**src/rtl/cpu_pkg.sv**
```systemverilog
// Shared widths, writeback entry layout and skid-buffer state encoding
// for the execute->writeback path.
package cpu_pkg;

    localparam int DATA_WIDTH  = 32;
    localparam int RADDR_WIDTH = 4;

    typedef struct packed {
        logic [RADDR_WIDTH-1:0] addr;
        logic [DATA_WIDTH-1:0]  data;
    } wb_entry_t;

    typedef enum logic [1:0] {
        EMPTY = 2'd0,
        ONE   = 2'd1,
        FULL  = 2'd2
    } buf_state_t;

endpackage

```
**src/rtl/wb_skid_fifo.sv**
```systemverilog
// Two-entry skid FIFO holding pending register writes, with a youngest-first
// forwarding lookup over the valid slots.
//
//   state | meaning
//   EMPTY | no pending writes, wb_valid low
//   ONE   | one entry at head, can still accept
//   FULL  | both slots occupied, upstream stalled
module wb_skid_fifo
    import cpu_pkg::*;
(
    input  logic                   clk,
    input  logic                   reset_n,
    input  logic                   flush,
    input  logic                   i_enq,
    input  wb_entry_t              i_enq_entry,
    input  logic                   i_deq,
    output logic                   o_valid,
    output logic                   o_full,
    output wb_entry_t              o_head,
    input  logic [RADDR_WIDTH-1:0] i_fwd_addr,
    output logic                   o_fwd_hit,
    output logic [DATA_WIDTH-1:0]  o_fwd_data
);

    buf_state_t r_state;
    wb_entry_t  r_slot [2];
    logic [1:0] r_slot_vld;
    logic       r_head;
    logic       r_tail;

    logic w_deq;
    logic w_young;
    logic w_young_hit;
    logic w_old_hit;

    assign o_valid = (r_state != EMPTY);
    assign o_full  = (r_state == FULL);
    assign o_head  = r_slot[r_head];
    assign w_deq   = i_deq && o_valid;

    always_ff @(posedge clk or negedge reset_n) begin
        if (!reset_n) begin
            r_state    <= EMPTY;
            r_slot[0]  <= '0;
            r_slot[1]  <= '0;
            r_slot_vld <= 2'b00;
            r_head     <= 1'b0;
            r_tail     <= 1'b0;
        end else if (flush) begin
            r_state    <= EMPTY;
            r_slot_vld <= 2'b00;
            r_head     <= 1'b0;
            r_tail     <= 1'b0;
        end else begin
            // In ONE the head and tail slots differ, so enq and deq never collide.
            if (i_enq) begin
                r_slot[r_tail]     <= i_enq_entry;
                r_slot_vld[r_tail] <= 1'b1;
                r_tail             <= ~r_tail;
            end
            if (w_deq) begin
                r_slot_vld[r_head] <= 1'b0;
                r_head             <= ~r_head;
            end
            case (r_state)
                EMPTY:   if (i_enq) r_state <= ONE;
                ONE: begin
                    if (i_enq && !w_deq)      r_state <= FULL;
                    else if (!i_enq && w_deq) r_state <= EMPTY;
                end
                FULL:    if (w_deq) r_state <= ONE;
                default: r_state <= EMPTY;
            endcase
        end
    end

    // The slot just behind the tail pointer always holds the youngest entry.
    assign w_young     = ~r_tail;
    assign w_young_hit = r_slot_vld[w_young] && (r_slot[w_young].addr == i_fwd_addr);
    assign w_old_hit   = r_slot_vld[r_tail]  && (r_slot[r_tail].addr  == i_fwd_addr);

    always_comb begin
        o_fwd_hit  = 1'b0;
        o_fwd_data = '0;
        if (w_young_hit) begin
            o_fwd_hit  = 1'b1;
            o_fwd_data = r_slot[w_young].data;
        end else if (w_old_hit) begin
            o_fwd_hit  = 1'b1;
            o_fwd_data = r_slot[r_tail].data;
        end
    end

endmodule

```
**src/rtl/alu_writeback_stage.sv**
```systemverilog
// Execute->writeback stage: accepts ALU results, holds the architectural N/Z
// flags and buffers register writes toward the register-file write port.
module alu_writeback_stage
    import cpu_pkg::*;
(
    input  logic                   clk,
    input  logic                   reset_n,
    input  logic                   flush,
    input  logic                   in_valid,
    output logic                   in_ready,
    input  logic [DATA_WIDTH-1:0]  in_result,
    input  logic                   in_zero,
    input  logic                   in_negative,
    input  logic [RADDR_WIDTH-1:0] in_rd_addr,
    input  logic                   in_wr_en,
    input  logic                   in_set_flags,
    output logic                   wb_valid,
    input  logic                   wb_ready,
    output logic [RADDR_WIDTH-1:0] wb_addr,
    output logic [DATA_WIDTH-1:0]  wb_data,
    output logic                   flag_n,
    output logic                   flag_z,
    input  logic [RADDR_WIDTH-1:0] fwd_addr,
    output logic                   fwd_hit,
    output logic [DATA_WIDTH-1:0]  fwd_data
);

    logic      r_flag_n;
    logic      r_flag_z;
    logic      w_full;
    logic      w_accept;
    logic      w_enq;
    wb_entry_t w_enq_entry;
    wb_entry_t w_head;

    // Stalling all accepts while full keeps flag updates in program order with writes.
    assign in_ready    = !w_full;
    assign w_accept    = in_valid && in_ready && !flush;
    assign w_enq       = w_accept && in_wr_en;
    assign w_enq_entry = '{addr: in_rd_addr, data: in_result};

    always_ff @(posedge clk or negedge reset_n) begin
        if (!reset_n) begin
            r_flag_n <= 1'b0;
            r_flag_z <= 1'b0;
        end else if (w_accept && in_set_flags) begin
            r_flag_n <= in_negative;
            r_flag_z <= in_zero;
        end
    end

    wb_skid_fifo u_fifo (
        .clk         (clk),
        .reset_n     (reset_n),
        .flush       (flush),
        .i_enq       (w_enq),
        .i_enq_entry (w_enq_entry),
        .i_deq       (wb_ready),
        .o_valid     (wb_valid),
        .o_full      (w_full),
        .o_head      (w_head),
        .i_fwd_addr  (fwd_addr),
        .o_fwd_hit   (fwd_hit),
        .o_fwd_data  (fwd_data)
    );

    assign wb_addr = w_head.addr;
    assign wb_data = w_head.data;
    assign flag_n  = r_flag_n;
    assign flag_z  = r_flag_z;

endmodule
```
**config.mk**
```make
export PLATFORM = sky130hd
export DESIGN_NAME = alu_writeback_stage
export DESIGN_NICKNAME = d
export VERILOG_FILES = /design/src/rtl/cpu_pkg.sv /design/src/rtl/wb_skid_fifo.sv /design/src/rtl/alu_writeback_stage.sv
export SDC_FILE = /design/constraint.sdc
export NUM_CORES = 1
export LEC_CHECK = 0
export CAP_MARGIN = 20
export CORE_MARGIN = 2
export CORE_UTILIZATION = 69
export CTS_CLUSTER_SIZE = 12
export DETAILED_ROUTE_END_ITERATION = 8
export DONT_BUFFER_PORTS = 1
export PLACE_DENSITY = 0.85
export SYNTH_ARGS = -nofsm -noshare
export SYNTH_HDL_FRONTEND = slang
export SYNTH_SLANG_ARGS = --single-unit
```
**constraint.sdc**
```tcl
create_clock -name clk -period 4.7 [get_ports clk]
set_clock_uncertainty 0.05 [all_clocks]
set_input_delay 0.235 -clock clk [delete_from_list [all_inputs] [get_ports clk]]
set_output_delay 0.235 -clock clk [all_outputs]
set_load 0.02 [all_outputs]
```
### Word-level counts from Yosys, hierarchy flattened

Cells that the tools add are included.
W data, S select, Z words.

| storage, ports and cells | value |
|---|---|
| bits in registers | 80 |
| input port bits | 49 |
| logic and storage cells | 95 |

| operators by class | value |
|---|---|
| magnitude comparators | 9 |
| equal/unequal tests | 7 |
| muxes and demuxes | 38 |
| bitwise logic cells | 9 |
| reductions and logical operators | 22 |

Operator list:

| operator | number |
|---|---|
| $mux W36 | 10 |
| $bwmux W72 | 1 |
| $mux W32 | 2 |
| $demux W36 S1 | 1 |
| $mux W2 | 9 |
| $logic_and A1 B1 Y1 | 12 |
| $mux W1 | 12 |
| $eq A4 B4 Y1 | 2 |
| $ge A2 B2 Y1 const B | 3 |
| $lt A1 B2 Y1 const B | 3 |
| $ne A3 B2 Y1 const B | 2 |
| $not A1 Y2 | 3 |
| $pmux W2 S3 | 1 |
| $reduce_bool A2 Y1 | 3 |
| $logic_not A1 Y1 | 4 |
| $ne A4 B2 Y1 const B | 1 |
| $not A1 Y1 | 3 |
| $reduce_and A3 Y1 | 1 |
| $and A2 B2 Y2 | 1 |
| $demux W1 S1 | 2 |
| $eq A2 B1 Y1 const B | 1 |
| $eq A2 B2 Y1 const B | 1 |
| $ge A1 B1 Y1 const B | 2 |
| $logic_not A2 Y1 | 1 |
| other kinds (4) | 4 |

### Longest topological paths before layout

| depth | value |
|---|---|
| word-level depth | 11 |
| mapped depth | 9 |
| gate-level depth less buffers | 5 |

### Cells and area by module

From an unflattened synthesis, not the netlist that was laid out.

| second synthesis, totals | value |
|---|---|
| cell total of the unflattened synthesis | 442 |
| area total of the unflattened synthesis | 4,725.8 um2 |

By module, submodules not included:

| module | instances | cells an instance | area an instance (um2) |
|---|---|---|---|
| wb_skid_fifo | 1 | 434 | 4,628.2 |
| alu_writeback_stage | 1 | 8 | 97.6 |

### Worst setup path before layout

OpenSTA, ideal clock, no wires.

| path | value |
|---|---|
| path kind | register to output |
| start | register u_fifo.r_tail |
| end | output port fwd_data[14] |
| arrival | 1.918 ns |
| path slack | 2.497 ns |
| stages on the path, launching flop included | 9 |
| buffers on the path | 4 |
| cells stage by stage | dfrtp_1 buf_6 buf_6 a32o_1 nand3_1 buf_4 buf_1 o2111ai_1 a32oi_1 |

| on the way | value |
|---|---|
| cells in the longest elaborated chain, start to end | 8 |
| elaborated cells on any way between the ends | 19 |
| those cells by class | eq/ne (2); mux (12); bitwise (3); reduce/logical (2) |

Ends and longest elaborated chain:

| what | line | RTL |
|---|---|---|
| start, declared | wb_skid_fifo.sv:29 | `logic r_tail;` |
| start signal, assigned | wb_skid_fifo.sv:59 | `r_tail <= ~r_tail;` |
| $not A1 Y2 (implied by the code) / $not A1 Y1 (equally long branches) | wb_skid_fifo.sv:80, wb_skid_fifo.sv:90, wb_skid_fifo.sv:78 |  |
| $mux W36 (implied by the code) / $not A1 Y2 (equally long branches) | wb_skid_fifo.sv:80, wb_skid_fifo.sv:79, wb_skid_fifo.sv:87 |  |
| $mux W36, on equally long branches (2 in series) | wb_skid_fifo.sv:80, wb_skid_fifo.sv:79 |  |
| $eq A4 B4 Y1 / $mux W36 (equally long branches) | wb_skid_fifo.sv:80, wb_skid_fifo.sv:79 |  |
| $logic_and A1 B1 Y1 / $eq A4 B4 Y1 (equally long branches) | wb_skid_fifo.sv:80, wb_skid_fifo.sv:79 |  |
| $mux W32 / $logic_and A1 B1 Y1 (equally long branches) | wb_skid_fifo.sv:88, wb_skid_fifo.sv:79 |  |
| $mux W32 * | wb_skid_fifo.sv:85 | `if (w_young_hit) begin` |
| end, declared | alu_writeback_stage.sv:25 | `output logic [DATA_WIDTH-1:0] fwd_data` |

Every way passes the cells marked *; elsewhere a longest branch is shown, timed or not. The select of a mux whose other input is x is not followed.

### Final worst setup path

| path | value |
|---|---|
| start | register u_fifo.r_tail |
| end | output port fwd_data[27] |

Same word-level chain as after synthesis.

==> results.ini <==
[sta]
slew_headroom_pct = 33.52
hold_viol = 0
period_needed_ps = 3803
finalSetupViolCount = 0
final.setup.tns_ps = 0
max_freq_mhz = 262.9
drv_slew = 0
finalCritPeriodShare_pct = 80.92
tightest_slew_ps = 997.2
rsz0062_at_grt = no

[pwr]
power_switching_mw = 0.9436
p_total_mw = 2.476
p_comb_share_pct = 32.2
p_sw_share_pct = 38.12
clock_power_share_pct = 25.1
power.internal_mw = 1.532
vdd_drop_max_uv = 278.0
p_per_area_mw_per_mm2 = 427.6
p_leak_nw = 2.059
power_frac_seq_pct = 42.7

[finish]
nFillCells = 454
syn2layout_area_growth_pct = 11.95
finalNetCount = 519
drive_gt1_share_pct = 31.16
n_antenna_cell = 0

[worst_setup_path]
cp-end-kind = primary output
critPathMaxStageDelay_ps = 830
startpoint_type = flip-flop
cp_data_required_time_ps = 4410
cp_slowest_cell = dfrtp_2
critPathMaxFanout = 43
crit_family = compound AO/OA/AOI/OAI gates
path_buf_inv = 2
crit_chain = buf_4 -> nor2b_1 -> a32o_1 -> nand3_2 -> buf_4 -> o2111ai_1 -> a32oi_1
worst-setup-path-type = reg -> out
cpMostUsedCell = buf_4
worst_ep_arrival_time_ps = 3520

[clocking]
numCtsBuffers = 9
clk_path_buf_depth = 2
cts_tree = built
h-tree-depth = 3
clkLatencyLatePin_ps = 360
cts.sinks = 80
clk_pin_slew_ps = 80
cts_root_buf = clkbuf_8
post_cts_resized = 0

[synthesis]
ys_seq_area_share_pct = 38.70
synth_top_cell_area_share_pct = 38.70
synth_nets = 515
syn_inst = 466
async_flop_share_pct = 100.0
yosysTopAreaCell = dfrtp_1
ys_dominant_reg_cell = dfrtp_1
ys_ff_latch = 80
ys_warn_count = 0
ys_top_cells_by_count = mux2_2, dfrtp_1, o2111ai_1
yosysMostFrequentCell = mux2_2
synth_edf_count = 0
ys_types = 36
synth.cell_area_mm2 = 0.005172
ys_top_cells_by_area = dfrtp_1, mux2_2, o2111ai_1, a32oi_1, a31oi_1
syn_area_per_cell_um2 = 11.10

[detailed_routing]
num_vias = 4374
dr.pass1.iters = 8
wire_per_inst_um = 23.37
drc = 0
ant_nets = 0
routed_wl_mm = 13.42
routed_via_density = 7.620
drt_iter0_markers = 341

[floorplanning]
initial_core_util_pct = 71.31
rows = 31
core-area_mm2 = 0.007253
io-pin-count = 122
die_x_um = 90.58
chipHeight_um = 90.58
die_area_mm2 = 0.008205

[placed_design]
dpl.hpwl_mm = 7.894
place.port_buffers = 0
gp_congestion = 0.8008

[global_routing]
antenna_found_initial = 0
grt_max_degree = 81
grt_pass1_vias = 4192
grtUsageTotal_pct = 32.64
gr-total-overflow = 0
grt_pass1_wl_mm = 21.51

[hold_path]
hold_path.class = in -> reg

[status]
status = finished, final reports clean

[run]
drv_cap = 0

cell families (layout without fill, tap and decap cells):
| kind of cell | after synthesis | after routing | synth area share, % |
|---|---|---|---|
| compound gates | 136 | 136 | 21.29 |
| simple gates | 61 | 61 | 6.290 |
| flops | 80 | 80 | 38.70 |
| xor+xnor | 9 | 9 | 1.524 |
| buf+inv | 62 | 71 | 6.700 |
| mux | 118 | 118 | 25.50 |
routing by layer:
layer | share of wire (%) | track usage, % | wire length [um]
met2 | 50 | 53.48 | 6682
met3 | 8.1 | 8.097 | 1087
met5 | 0 | 0 | 0
met1 | 39 | 40.90 | 5188
met4 | 3.4 | 14.74 | 459
final timing paths:
kind                       slack, ps                              to  cells after the start                     startpoint
setup reg to reg                2020   u_fifo.r_slot[40]$_DFFE_PN0P_                      4  u_fifo.r_state[1]$_DFFE_PN0P_
hold reg to reg                  520   u_fifo.r_slot[17]$_DFFE_PN0P_                      1  u_fifo.r_slot[17]$_DFFE_PN0P_
min in group asynchronous        380   u_fifo.r_slot[61]$_DFFE_PN0P_                      2                        reset_n
max in group asynchronous       3900       u_fifo.r_tail$_DFFE_PN0P_                      2                        reset_n
setup / recovery                 900                    fwd_data[27]                      7      u_fifo.r_tail$_DFFE_PN0P_
hold / removal                    40  u_fifo.r_slot_vld[1]$_DFF_PN0_                      2                       in_wr_en
placed cells by master, fill, tap and decap left out:
cell type and n:
mux2_2 110, dfrtp_1 78, o2111ai_1 64, dlygate4sd3_1 42
a32oi_1 33, a31oi_1 33, nand3_1 32, clkbuf_8 10
buf_4 9, mux2i_1 8, nor2_1 7, xnor2_1 6
nand2_1 4, nor2b_1 3, nand2b_1 3, xor2_1 3
bufinv_16 3, or2_2 2, nand3_2 2, buf_16 2
dfrtp_2 2, inv_1 1, nor3b_1 1, and3b_2 1
nor3_1 1, and2_1 1, a32o_1 1, nor3_4 1
a21oi_4 1, nor2_4 1, and3_2 1, o21ai_0 1
a311oi_1 1, nand4b_1 1, a211oi_1 1, a21oi_1 1
clkbuf_1 1, clkinv_4 1, clkinv_2 1, buf_12 1
flip-flops by register name, summed over array words and instances (netlist names):
signal,count
u_fifo.r_slot,72
flag_n,1
u_fifo.r_state,2
flag_z,1
u_fifo.r_tail,1
u_fifo.r_head,1
u_fifo.r_slot_vld,2
repair_timing:
item | CTS | global route
hold endpoints to repair | 160 | 0
setup buffers | 0 | 0
hold buffers | 43 | 0
layout make-up:
class | count | area [um^2] | area share, %
inverter | 1 | 3.754 | 0.06482
clock inverter | 5 | 103.9 | 1.793
timing repair buffer | 54 | 563.0 | 9.723
clock buffer | 11 | 141.4 | 2.442
sequential | 80 | 2004 | 34.62
tap | 99 | 123.9 | 2.139
multi-input combinational | 324 | 2850 | 49.22
power groups by stage:
stage / logic [mW] / clock network (mW) / registers, mW
floorplan: 0.675 / 0 / 0.990
global placement: 0.695 / 0 / 1.04
detailed placement: 0.726 / 0 / 1.06
CTS: 0.777 / 0.629 / 1.05
global route: 0.847 / 0.658 / 1.08
finish: 0.798 / 0.621 / 1.06
stage by stage:
| step | hold WS, ps | instance area [um^2] | cells | util, % | setup WS, ps |
|---|---|---|---|---|---|
| 2_1_floorplan | -110.6 | 5172 | 466 | - | 2497 |
| 3_3_place_gp | -108.6 | 5050 | 513 | 69.62 | 1423 |
| 3_5_place_dp | -108.7 | 5050 | 513 | 69.62 | 1284 |
| 4_1_cts | 29.03 | 5743 | 572 | 79.18 | 893.5 |
| 5_1_grt | 46.44 | 5791 | 574 | 79.83 | 717.5 |
| 6_report | 35.15 | 5791 | 574 | 79.83 | 897.0 |
No activity file was read; power rests on OpenSTA's default activity.
